$ cat config.mk
export PLATFORM = sky130hd
export DESIGN_NAME = dc_block_ctrl
export DESIGN_NICKNAME = d
export VERILOG_FILES = /design/src/rtl/dc_block_ctrl.sv
export SDC_FILE = /design/constraint.sdc
export NUM_CORES = 1
export LEC_CHECK = 0
export CORE_MARGIN = 5
export CORE_UTILIZATION = 30
export DETAILED_ROUTE_END_ITERATION = 8
export GPL_TIMING_DRIVEN = 1
export SYNTH_ARGS = -nofsm -noshare
export SYNTH_HDL_FRONTEND = slang
export SYNTH_SLANG_ARGS = --single-unit
$ cat constraint.sdc
create_clock -name clk -period 2.6 [get_ports clk]
set_clock_uncertainty 0.05 [all_clocks]
set_input_delay 0.78 -clock clk [delete_from_list [all_inputs] [get_ports clk]]
set_output_delay 0.78 -clock clk [all_outputs]
set_load 0.01 [all_outputs]
$ cat src/rtl/dc_block_ctrl.sv
// Sequencer for the receive-path DC blocker: arms it, discards its start-up transient,
// freezes it on request with a hold-off before resuming, and gates its output downstream.
module dc_block_ctrl #(
    parameter int DATA_W         = 13,
    parameter int SETTLE_SAMPLES = 512,
    parameter int HOLDOFF_CYCLES = 64
) (
    input  logic              clk,
    input  logic              rst,
    input  logic              start_i,
    input  logic              stop_i,
    input  logic              freeze_i,
    input  logic              adc_valid_i,
    output logic              blk_en_o,
    output logic              blk_valid_o,
    input  logic              blk_valid_i,
    input  logic [DATA_W-1:0] blk_data_i,
    output logic              valid_o,
    output logic [DATA_W-1:0] data_o,
    output logic [1:0]        state_o,
    output logic              settled_o,
    output logic [15:0]       drop_cnt_o
);

    localparam int SW = $clog2(SETTLE_SAMPLES + 1);
    localparam int HW = $clog2(HOLDOFF_CYCLES + 1);
    localparam logic [SW-1:0] SETTLE_LAST = SW'(SETTLE_SAMPLES - 1);
    localparam logic [HW-1:0] HOLD_LAST   = HW'(HOLDOFF_CYCLES - 1);

    typedef enum logic [1:0] {
        IDLE   = 2'd0,
        SETTLE = 2'd1,
        RUN    = 2'd2,
        FREEZE = 2'd3
    } state_t;

    state_t          state;
    state_t          ret_state;
    logic [SW-1:0]   settle_cnt;
    logic [HW-1:0]   hold_cnt;

    assign state_o = state;

    // NOTE: every register here, counters included, is reset synchronously so the
    // block comes out of reset in a fully defined state; all updates are non-blocking.
    always_ff @(posedge clk) begin
        if (rst) begin
            state       <= IDLE;
            ret_state   <= IDLE;
            settle_cnt  <= '0;
            hold_cnt    <= '0;
            blk_en_o    <= 1'b0;
            blk_valid_o <= 1'b0;
            valid_o     <= 1'b0;
            data_o      <= '0;
            settled_o   <= 1'b0;
            drop_cnt_o  <= '0;
        end else begin
            blk_valid_o <= adc_valid_i;
            valid_o     <= 1'b0;

            if (stop_i) begin
                state     <= IDLE;
                blk_en_o  <= 1'b0;
                settled_o <= 1'b0;
            end else begin
                unique case (state)
                    IDLE: begin
                        if (start_i && !freeze_i) begin
                            state      <= SETTLE;
                            settle_cnt <= '0;
                            drop_cnt_o <= '0;
                            settled_o  <= 1'b0;
                            blk_en_o   <= 1'b1;
                        end
                    end

                    SETTLE: begin
                        if (freeze_i) begin
                            state     <= FREEZE;
                            ret_state <= SETTLE;
                            hold_cnt  <= '0;
                            blk_en_o  <= 1'b0;
                        end else if (blk_valid_i) begin
                            // Transient samples are counted and thrown away, including the last one.
                            settle_cnt <= settle_cnt + SW'(1);
                            if (settle_cnt == SETTLE_LAST) begin
                                state     <= RUN;
                                settled_o <= 1'b1;
                            end
                        end
                    end

                    RUN: begin
                        if (freeze_i) begin
                            state     <= FREEZE;
                            ret_state <= RUN;
                            hold_cnt  <= '0;
                            blk_en_o  <= 1'b0;
                        end else if (blk_valid_i) begin
                            valid_o <= 1'b1;
                            data_o  <= blk_data_i;
                        end
                    end

                    FREEZE: begin
                        if (adc_valid_i && drop_cnt_o != 16'hFFFF)
                            drop_cnt_o <= drop_cnt_o + 16'd1;
                        // Any freeze request restarts the hold-off; only an unbroken quiet run resumes.
                        if (freeze_i) begin
                            hold_cnt <= '0;
                        end else if (hold_cnt == HOLD_LAST) begin
                            hold_cnt <= '0;
                            state    <= ret_state;
                            blk_en_o <= 1'b1;
                        end else begin
                            hold_cnt <= hold_cnt + HW'(1);
                        end
                    end

                    default: state <= IDLE;
                endcase
            end
        end
    end

endmodule

## Word-level counts from Yosys, hierarchy flattened

Cells that the tools add are included.
W data, S select, Z words.

| word-level totals | value |
|---|---|
| register bits | 54 |
| output and inout bits | 35 |
| logic and storage cells | 86 |

| cells by class | value |
|---|---|
| add/subtract/negate cells | 3 |
| eq/ne operators | 18 |
| muxes and demuxes | 33 |
| bitwise logic cells | 3 |
| reductions and logical operators | 19 |

Operators with widths:

| operator | number |
|---|---|
| $mux W16 | 2 |
| $pmux W16 S2 | 1 |
| $mux W10 | 3 |
| $mux W7 | 3 |
| $pmux W10 S2 | 1 |
| $mux W2 | 9 |
| $ne A2 B2 Y1 const B | 9 |
| $add A16 B1 Y16 const B | 1 |
| $ne A16 B16 Y1 const B | 1 |
| $reduce_and A4 Y1 | 4 |
| $pmux W7 S2 | 1 |
| $add A10 B1 Y10 const B | 1 |
| $eq A10 B9 Y1 const B | 1 |
| $reduce_and A5 Y1 | 2 |
| $mux W1 | 9 |
| $pmux W2 S4 | 1 |
| $reduce_bool A2 Y1 | 4 |
| $add A7 B1 Y7 const B | 1 |
| $eq A7 B6 Y1 const B | 1 |
| $ne A3 B3 Y1 const B | 2 |
| $reduce_and A6 Y1 | 1 |
| $eq A2 B2 Y1 const B | 2 |
| $pmux W2 S2 | 1 |
| $reduce_or A2 Y1 | 2 |
| 10 further kinds | 13 |

## Depth between registers and ports, before layout

Gate-level depths: netlist (run 1).

| logic depth | value |
|---|---|
| word-level depth | 5 |
| depth in mapped cells | 8 |
| mapped depth without buffers | 6 |

## Worst setup path after synthesis (run 1)

OpenSTA, ideal clock, no wires.

| timing path | value |
|---|---|
| path type | input -> register |
| start point | in freeze_i |
| end point | reg drop_cnt_o[15] |
| library setup time | 0.074 ns |
| data arrival time | 2.083 ns |
| required time | 2.476 ns |
| path slack | 0.392 ns |
| cell stages on the path | 6 |
| buffers on the path | 2 |
| cells stage by stage | buf_6 > nand2b_4 > a211o_1 > buf_6 > or4_1 > a31oi_1 |

| between the ends | value |
|---|---|
| cells in the longest elaborated chain, start to end | 4 |

RTL lines:

| what | RTL line | text |
|---|---|---|
| start, declared | 12 | `input logic freeze_i,` |
| $logic_not A1 Y1 | 69 | `if (start_i && !freeze_i) begin` |
| $logic_and A1 B1 Y1 | 69 |  |
| $ne A2 B2 Y1 (no line) | -- |  |
| $reduce_and A4 Y1 (no line) | -- |  |
| end signal, assigned | 108 | `drop_cnt_o <= drop_cnt_o + 16'd1;` |
| end, declared | 22 | `output logic [15:0] drop_cnt_o` |

Every way passes these cells.
A chain may end at the register's enable or synchronous reset.

## Worst setup path after layout (run 1)

| timing path | value |
|---|---|
| start point | in start_i |
| end point | reg drop_cnt_o[2] |

| between the ends | value |
|---|---|
| cells in the longest elaborated chain, start to end | 3 |

RTL lines:

| what | RTL line | text |
|---|---|---|
| start, declared | 10 | `input logic start_i,` |
| $logic_and A1 B1 Y1 | 69 |  |
| $ne A2 B2 Y1 (no line) | -- |  |
| $reduce_and A4 Y1 (no line) | -- |  |

Every way passes these cells.

==> impl_summary.md, run 1 <==
Cells and area
The post-layout net count is 435. Of the cells placed in the final design, the portion with a size suffix greater than 1 is 10.27%. The finished layout holds 520 standard cells, fillers aside. The relative area change from synthesis to final layout is 33.77%. The number of diodes added for antenna fixing is 0.

Detailed routing
The detail route stage leaves a number of antenna-violating nets equal to 0. After detailed routing, the average wire length per cell comes to 14.21 um. After the first detailed-routing iteration, the DRC count stood at 144. The DRC violation count after routing is 0. For this run, the detailed router's first-pass iteration total came to 4.

The via count normalized by instance count is 5.312. The final layout contains routed wiring with a total length of 7387 um. The final route contains 2,762 vias.

Yosys
The number of synthesized flops with an enable pin is 0. Summed over its instances, the top area cell type makes up 39.27% of the synthesized netlist area. For this run, the number of Yosys warnings is 0.

The synthesized netlist devotes 22.27% of its cell area to compound gates. Counting every net in the synthesized netlist gives 361. Synthesis produced a netlist whose cell count is 334. The fraction of synthesized area in multiplexers is 0.3636%. The flip-flop and latch count after synthesis is 54. The fraction of the mapped netlist area in adder cells is 3.182%. The netlist area before placement is 2753 sq um. After synthesis, the most frequently instantiated cells are dfxtp_1, nand2_1, a21oi_1. The simple logic cell fraction of the synthesized area is 29.14%. The share of synthesized area occupied by flip-flops and latches is 39.27%. Of all flip-flops after synthesis, the portion carrying an async set or reset was 0%. After Yosys synthesis, XOR and XNOR cells account for 1.591% of the synthesized area. Yosys mapped the design onto 54 distinct sky130hd cell types. By area the synthesized netlist is led by dfxtp_1, nand2_1, a21oi_1, nand3_1, ha_1. The main combinational cell family by area after synthesis is simple AND/OR/NAND/NOR gates. In the synthesized netlist the dominant register cell turns out to be dfxtp_1. The most frequently used cell type in the post-synthesis netlist is dfxtp_1. The mean instance size in the synthesized netlist is 8.241 sq um. Summed over all instances, the cell type with the most area after synthesis is dfxtp_1.

GRT
Global routing used 21.90% of the available met2 tracks. Entering global routing, the biggest net connects 22 pins. Global routing consumed, on the met1 layer, 18.91% of the routing resources. The number of antenna violations at the first check in global routing was 0.

Global routing finished with a remaining overflow of 0. In the global route stage, met3 resource usage came out at 2.449%. The layer carrying the most global-route usage is met2. The number of global-route vias before repair was 2,621. The first global-routing pass estimated 12,810 um of wire.

The total global-route track usage is 13.53%.

STA
At the pin with the least slew margin, the transition time is 619.3 ps. Setup repair after global routing left no endpoint under its margin. The final count of pins violating max slew was 0.

Headroom to the max-slew limit came out at 58.19%. The smallest setup slack after layout is 206.2 ps. The final-report setup violation count is 0. In the finished design, the share of the clock period the worst path needs comes to 92.07%.

After layout, the minimum clock period comes to 2394 ps. After routing, the total negative slack on setup checks comes to 0 ps. The final-report hold violation count is 0. Timing would allow up to 0.4177 GHz.

Clock network
The latest clock arrival within the worst-skew pair is 320 ps. The number of hold buffers added after CTS was 0. The count of buffers added by post-CTS timing repair for setup is 0. The tree built by TritonCTS fans out to 54 sinks. TritonCTS built the clock tree.

The cell sitting at the root of the clock tree is a clkbuf_8. Clock-pin slew was measured on the worst setup and hold paths at 100 ps. Gates resized during post-CTS repair numbered 0. In this run the number of H-tree levels came out at 2.

The maximum count of clock buffers along a single path is 2. Clock tree synthesis inserted a total of 5 buffers.

Floorplanning
The placement row count is 35. The placeable core area is 9109 sq um. For this design the top-level I/O count stands at 55. From bottom edge to top edge, the die measures 105.8 um. The die outline width is 105.8 um.

The initial utilization of the core area, before any placement, comes to 30.22%. The total die area is 11,190 sq um.

Power and ir drop
The clock network power share is 34.8%. The reported net switching power is 0.0003766 W. Power spread over the standard cell area amounts to 407.5 nW/um^2. The static leakage is 1.192 nW. Overall power consumption after layout is estimated at 0.001500 W.

In this run, the combinational gates consume 9.4% of the power. The internal power of the cells is 0.001124 W. Sequential cells burn 55.8% of the power. The switching fraction of total power is 25.10%. IR analysis of the VDD net gives a maximum drop of 0.0002048 V.

Status
The run finished with clean final reports.

Place
The final estimated routing congestion in global placement is 0.7981. The number of placed instances, taps included is 512. The HPWL after detailed placement is 5478 um. Timing analysis after detailed placement gives a worst setup slack of -118.0 ps. The count of input and output buffers is 54.

Setup path
The setup slack of the most critical reg-to-reg path is 390 ps. The maximum net fanout on the critical path is 16. STA classifies the critical path startpoint as a primary input.

Data on the critical path is required at its endpoint by 2760 ps. Data on the critical path arrives at its endpoint at 2550 ps. The worst setup path is captured at a flop.

The worst setup path is of the primary input to flop kind.

Hold path
The class of the most critical hold timing path is flop to flop.

Job
The max-capacitance violation count is 0.
## cells by family after synthesis
group | after synthesis
compound gates | 90
fa+ha+maj | 7
xor+xnor | 5
simple gates | 151
mux | 1
buf+inv | 26
flops | 54
## sequential cells by signal, summed over array words and instances (netlist names)
register	flops
drop_cnt_o	16
data_o	13
settle_cnt	10
hold_cnt	7
ret_state	2
state_o	2
blk_en_o	1
blk_valid_o	1
settled_o	1
valid_o	1
## stage by stage
step	hold slack [ps]	cell area, sq um	util, %
floorplan	399.2	2753	-
global placement	391.6	3582	39.33
detailed placement	395.9	3582	39.33
CTS	410.5	3682	40.43
global route	422.7	3682	40.43
finish	409.5	3682	40.43
## worst max-delay path: stages
cell	delay [ps]
clkdlybuf4s50_1	540
nand2b_4	60
a211o_1	480
buf_4	230
o311a_1	280
o21a_1	160
## power groups by stage
| stage | Sequential (W) | Clock, W | Combinational, W |
|---|---|---|---|
| after floorplan | 0.000856 | 0 | 0.0000631 |
| after global placement | 0.000856 | 0 | 0.000141 |
| after detailed placement | 0.000856 | 0 | 0.000142 |
| after CTS | 0.000837 | 0.000542 | 0.000143 |
| after global routing | 0.000838 | 0.000570 | 0.000155 |
| final | 0.000837 | 0.000522 | 0.000142 |
## per-layer routing
layer  wire length, um  vias to the layer above  part of all wire, %
met5                 0                        -                    0
met4                51                        0                 0.69
met3               272                        5                  3.7
met2              3494                       47                   47
met1              3569                     1295                   48
li1                  -                     1415                    -
## cell type report
type                            instances  area [sq um]
Clock inverter                          2         17.52
Sequential cell                        54          1081
Multi-Input combinational cell        254          1563
Tap cell                              111         138.9
Clock buffer                            6         82.58
Inverter                                9         33.78
Fill cell                             934          5426
Timing Repair Buffer                   84         765.7
## final timing paths
kind | startpoint | endpoint | depth (start not counted)
max | start_i | drop_cnt_o[2] | 6
min | data_o[12] | data_o[12] | 2
max reg2reg | state_o[0] | drop_cnt_o[2] | 6
min reg2reg | data_o[12] | data_o[12] | 2
## cells in the final DEF, fill, tap and decap left out, types with 4 or more instances in the layout
cell / netlist / layout
a21oi_1: 25 / 25
a31oi_1: 9 / 9
and3_1: 7 / 7
buf_4: 0 / 30
clkbuf_8: 0 / 6
clkdlybuf4s50_1: 0 / 54
dfxtp_1: 54 / 54
ha_1: 7 / 7
inv_1: 9 / 9
nand2_1: 50 / 50
nand2b_1: 7 / 7
nand3_1: 21 / 21
nand4_1: 9 / 9
nor2_1: 13 / 13
nor2b_1: 4 / 4
nor4_1: 7 / 6
o2111ai_1: 5 / 5
o211ai_1: 10 / 10
o21ai_0: 9 / 9
o311ai_0: 4 / 4
o311ai_1: 4 / 4
o31ai_1: 4 / 4
or3_1: 5 / 5
or4_1: 10 / 10
xnor2_1: 5 / 5
Power figures use the tool's default switching activity.
==> run 2, diff against run 1 <==
- SLEW_MARGIN: default -> 20
==> results of run 2 <==
No change in the layout: final DEF, timing and power equal those of run 1.
==> RTL edit, RTL diff (settings of run 2) <==
Set the parameter `SETTLE_SAMPLES` to 1024 (it was 512).
--- a/src/rtl/dc_block_ctrl.sv
+++ b/src/rtl/dc_block_ctrl.sv
@@ -3,5 +3,5 @@
 module dc_block_ctrl #(
     parameter int DATA_W         = 13,
-    parameter int SETTLE_SAMPLES = 512,
+    parameter int SETTLE_SAMPLES = 1024,
     parameter int HOLDOFF_CYCLES = 64
 ) (
Formal check against the unedited RTL: same outputs for any inputs over 4 cycles, from zero or initial values and one cycle with rst high; that may be too few to reach the edited logic, so the function may still have changed.
==> RTL edit against run 2 <==
Hold slack barely moved. Wire length fell by 14%. Core utilization fell by 0.19 points. Die area fell by 3.4%. Clock power fell by 8.0%. Sequential cell count rose by 1. Area after synthesis fell by 3.8%. Cell count fell by 5.2%. Fmax rose by 1.4%. Setup slack improved by 0.034 ns. Largest power group unchanged. Power fell by 3.0%. Cell area fell by 5.2%. Non-clock buffer count fell by 9.
==> RTL edit: results (changes against run 2) <==
INFO  metric yosys.cell_types.count = 53 (-1.9%)
INFO  metric timing_worst_slew_pin_value = 0.535 ns (-0.0842 ns)
INFO  metric min_path_type = flip-flop to flip-flop
INFO  metric yosysSeqAreaShare = 0.416 (+0.0230)
INFO  metric wl_per_cell = 13.0 um (-8.8%)
INFO  metric power_leakage = 1.26 nW (+5.4%)
INFO  metric grt_use_total = 0.115 (-0.0202)
INFO  metric clock_tree.buffer_depth = 2 (unchanged)
INFO  metric finish.net_count = 411 (-5.5%)
INFO  metric timing.critical_path.slowest_stage_cell = sky130_fd_sc_hd__clkdlybuf4s50_1
INFO  metric run_status = complete, no violations
INFO  metric number_of_global_route_vias_before_repair = 2326 (-11%)
INFO  metric drive_above_1_share = 0.112 (+0.00900)
INFO  metric cts_max_level = 2 (unchanged)
INFO  metric placement.setup.worst_slack = -0.0980 ns (+0.0199 ns)
INFO  metric grt_antenna_before_repair = 0 (unchanged)
INFO  metric cts-root-buf = sky130_fd_sc_hd__clkbuf_8
INFO  metric buffer_ports.inserted = 54 (unchanged)
INFO  metric grt_start_max_net_pins = 23 (+4.5%)
INFO  metric avgViaCountPerCell = 4.95 (-6.8%)
INFO  metric postSynth.asyncResetShare = 0 (unchanged)
INFO  metric dp_hpwl = 4.69 mm (-14%)
INFO  metric peak_per_stage_delay_on_the_critical_path = 0.57 ns (+0.03 ns)
INFO  metric drt_iter0_drc = 83 (-42%)
INFO  metric clock_insertion_delay_worst_skew = approximately 0.31 ns
INFO  metric postCtsSetupRepairBufs = 0 (unchanged)
INFO  metric netlist_top_cells_count = sky130_fd_sc_hd__dfxtp_1 (55), sky130_fd_sc_hd__nand2_1 (48), sky130_fd_sc_hd__nor2_1 (36)
INFO  metric timing.critical_path.fanout_max = 11 (-5)
INFO  metric path_clk_slew = approximately 0.11 ns
INFO  metric synth.top_cells.by_area = sky130_fd_sc_hd__dfxtp_1 (42%), sky130_fd_sc_hd__nand2_1 (6.8%), sky130_fd_sc_hd__nor2_1 (5.1%)
INFO  metric globalplace.congestion = 0.801 (+0.38%)
INFO  metric ys_warn_count = 0 (unchanged)
INFO  metric drtPass1Iterations = 4 (unchanged)
INFO  metric cp_top_family = simple AND/OR/NAND/NOR gates
INFO  metric synth_nets = 343 (-5.0%)
INFO  metric synth_edf_count = 0 (unchanged)
INFO  metric worst_ep_arrival_time = 2.53 ns (-0.02 ns)
INFO  metric largest_registers = drop_cnt_o: 16 flops, data_o: 13 flops, settle_cnt: 11 flops
INFO  metric setup_viol = 0 (unchanged)
INFO  metric peakVddDrop = 224 uV (+9.4%)
INFO  metric yosys.cell_count.top_type = sky130_fd_sc_hd__dfxtp_1
INFO  metric grt_pass1_wl = 10.8 mm (-16%)
INFO  metric num-fill-cells = 920 (-1.5%)
INFO  metric post_cts_gate_resize_count = 0 (unchanged)
INFO  metric tritoncts.num_buffers = 5 (unchanged)
INFO  metric num_antenna_cells = 0 (unchanged)
==> RTL edit: cell types whose count changed after synthesis, moves of 8 or more <==
cell / delta
sky130_fd_sc_hd__xor2_1: +12
sky130_fd_sc_hd__nor2_1: +23
sky130_fd_sc_hd__o21ai_1: +14
sky130_fd_sc_hd__or4_1: -10
sky130_fd_sc_hd__o31ai_1: +9
sky130_fd_sc_hd__a21oi_1: -8
sky130_fd_sc_hd__o211ai_1: -10
==> RTL edit: cells by family after synthesis <==
family,count (synthesis),share of synthesized area
AO/OA/AOI/OAI,72,0.184
flip-flops,55,0.416
XOR/XNOR,15,0.0496
buffers and inverters,23,0.0425
adder cells (fa/ha/maj),7,0.0331
AND/OR/NAND/NOR,140,0.260
multiplexers,4,0.0151
==> RTL edit: worst paths after layout <==
| kind | startpoint | end | slack, ns | cells after the start |
|---|---|---|---|---|
| min | data_o[2]$_SDFFE_PP0P_ | data_o[2]$_SDFFE_PP0P_ | 0.41 | 2 |
| min reg2reg | data_o[2]$_SDFFE_PP0P_ | data_o[2]$_SDFFE_PP0P_ | 0.41 | 2 |
| max | start_i | drop_cnt_o[7]$_SDFFE_PP0P_ | 0.24 | 6 |
| max reg2reg | drop_cnt_o[1]$_SDFFE_PP0P_ | drop_cnt_o[5]$_SDFFE_PP0P_ | 0.37 | 6 |
==> RTL edit: where the power goes <==
| group | internal, mW | switching [mW] | total [mW] |
|---|---|---|---|
| logic | 0.0628 | 0.0610 | 0.124 |
| clock network | 0.188 | 0.292 | 0.480 |
| registers | 0.847 | 0.00414 | 0.851 |
==> RTL edit: metal layers <==
metal	wire, um	GRT usage	part of all wire	vias up
li1	-	-	-	1247
met1	3000	0.145	0.47	1135
met2	2820	0.183	0.44	54
met5	0	0	0	-
met3	529	0.0521	0.083	4
met4	36	0.0204	0.0056	0
==> RTL edit: tightest hold or removal path: cells and delay by family (launching register included) <==
| kind | cells | cell delay, ns |
|---|---|---|
| flip-flops | 1 | 0.32 |
| AND/OR/NAND/NOR | 1 | 0.05 |
| AO/OA/AOI/OAI | 1 | 0.05 |
==> RTL edit: stage by stage <==
| step | utilization | setup TNS (ns) | hold slack, ns | cell area [sq um] | cells |
|---|---|---|---|---|---|
| after floorplan | - | 0 | 0.409 | 2650 | 316 |
| after global placement | 0.392 | -0.0803 | 0.391 | 3400 | 485 |
| after detailed placement | 0.392 | -0.167 | 0.400 | 3400 | 485 |
| after CTS | 0.402 | 0 | 0.414 | 3490 | 493 |
| after global routing | 0.402 | 0 | 0.431 | 3490 | 493 |
| final | 0.402 | 0 | 0.410 | 3490 | 493 |
==> RTL edit: layout make-up <==
cell class              instances  share of cell area
clock buffers                   5              0.0197
clock inverters                 3             0.00573
multi-input cells             238               0.411
repair buffers                 75               0.200
well taps                     108              0.0387
flip-flops and latches         55               0.315
inverters                       9             0.00967
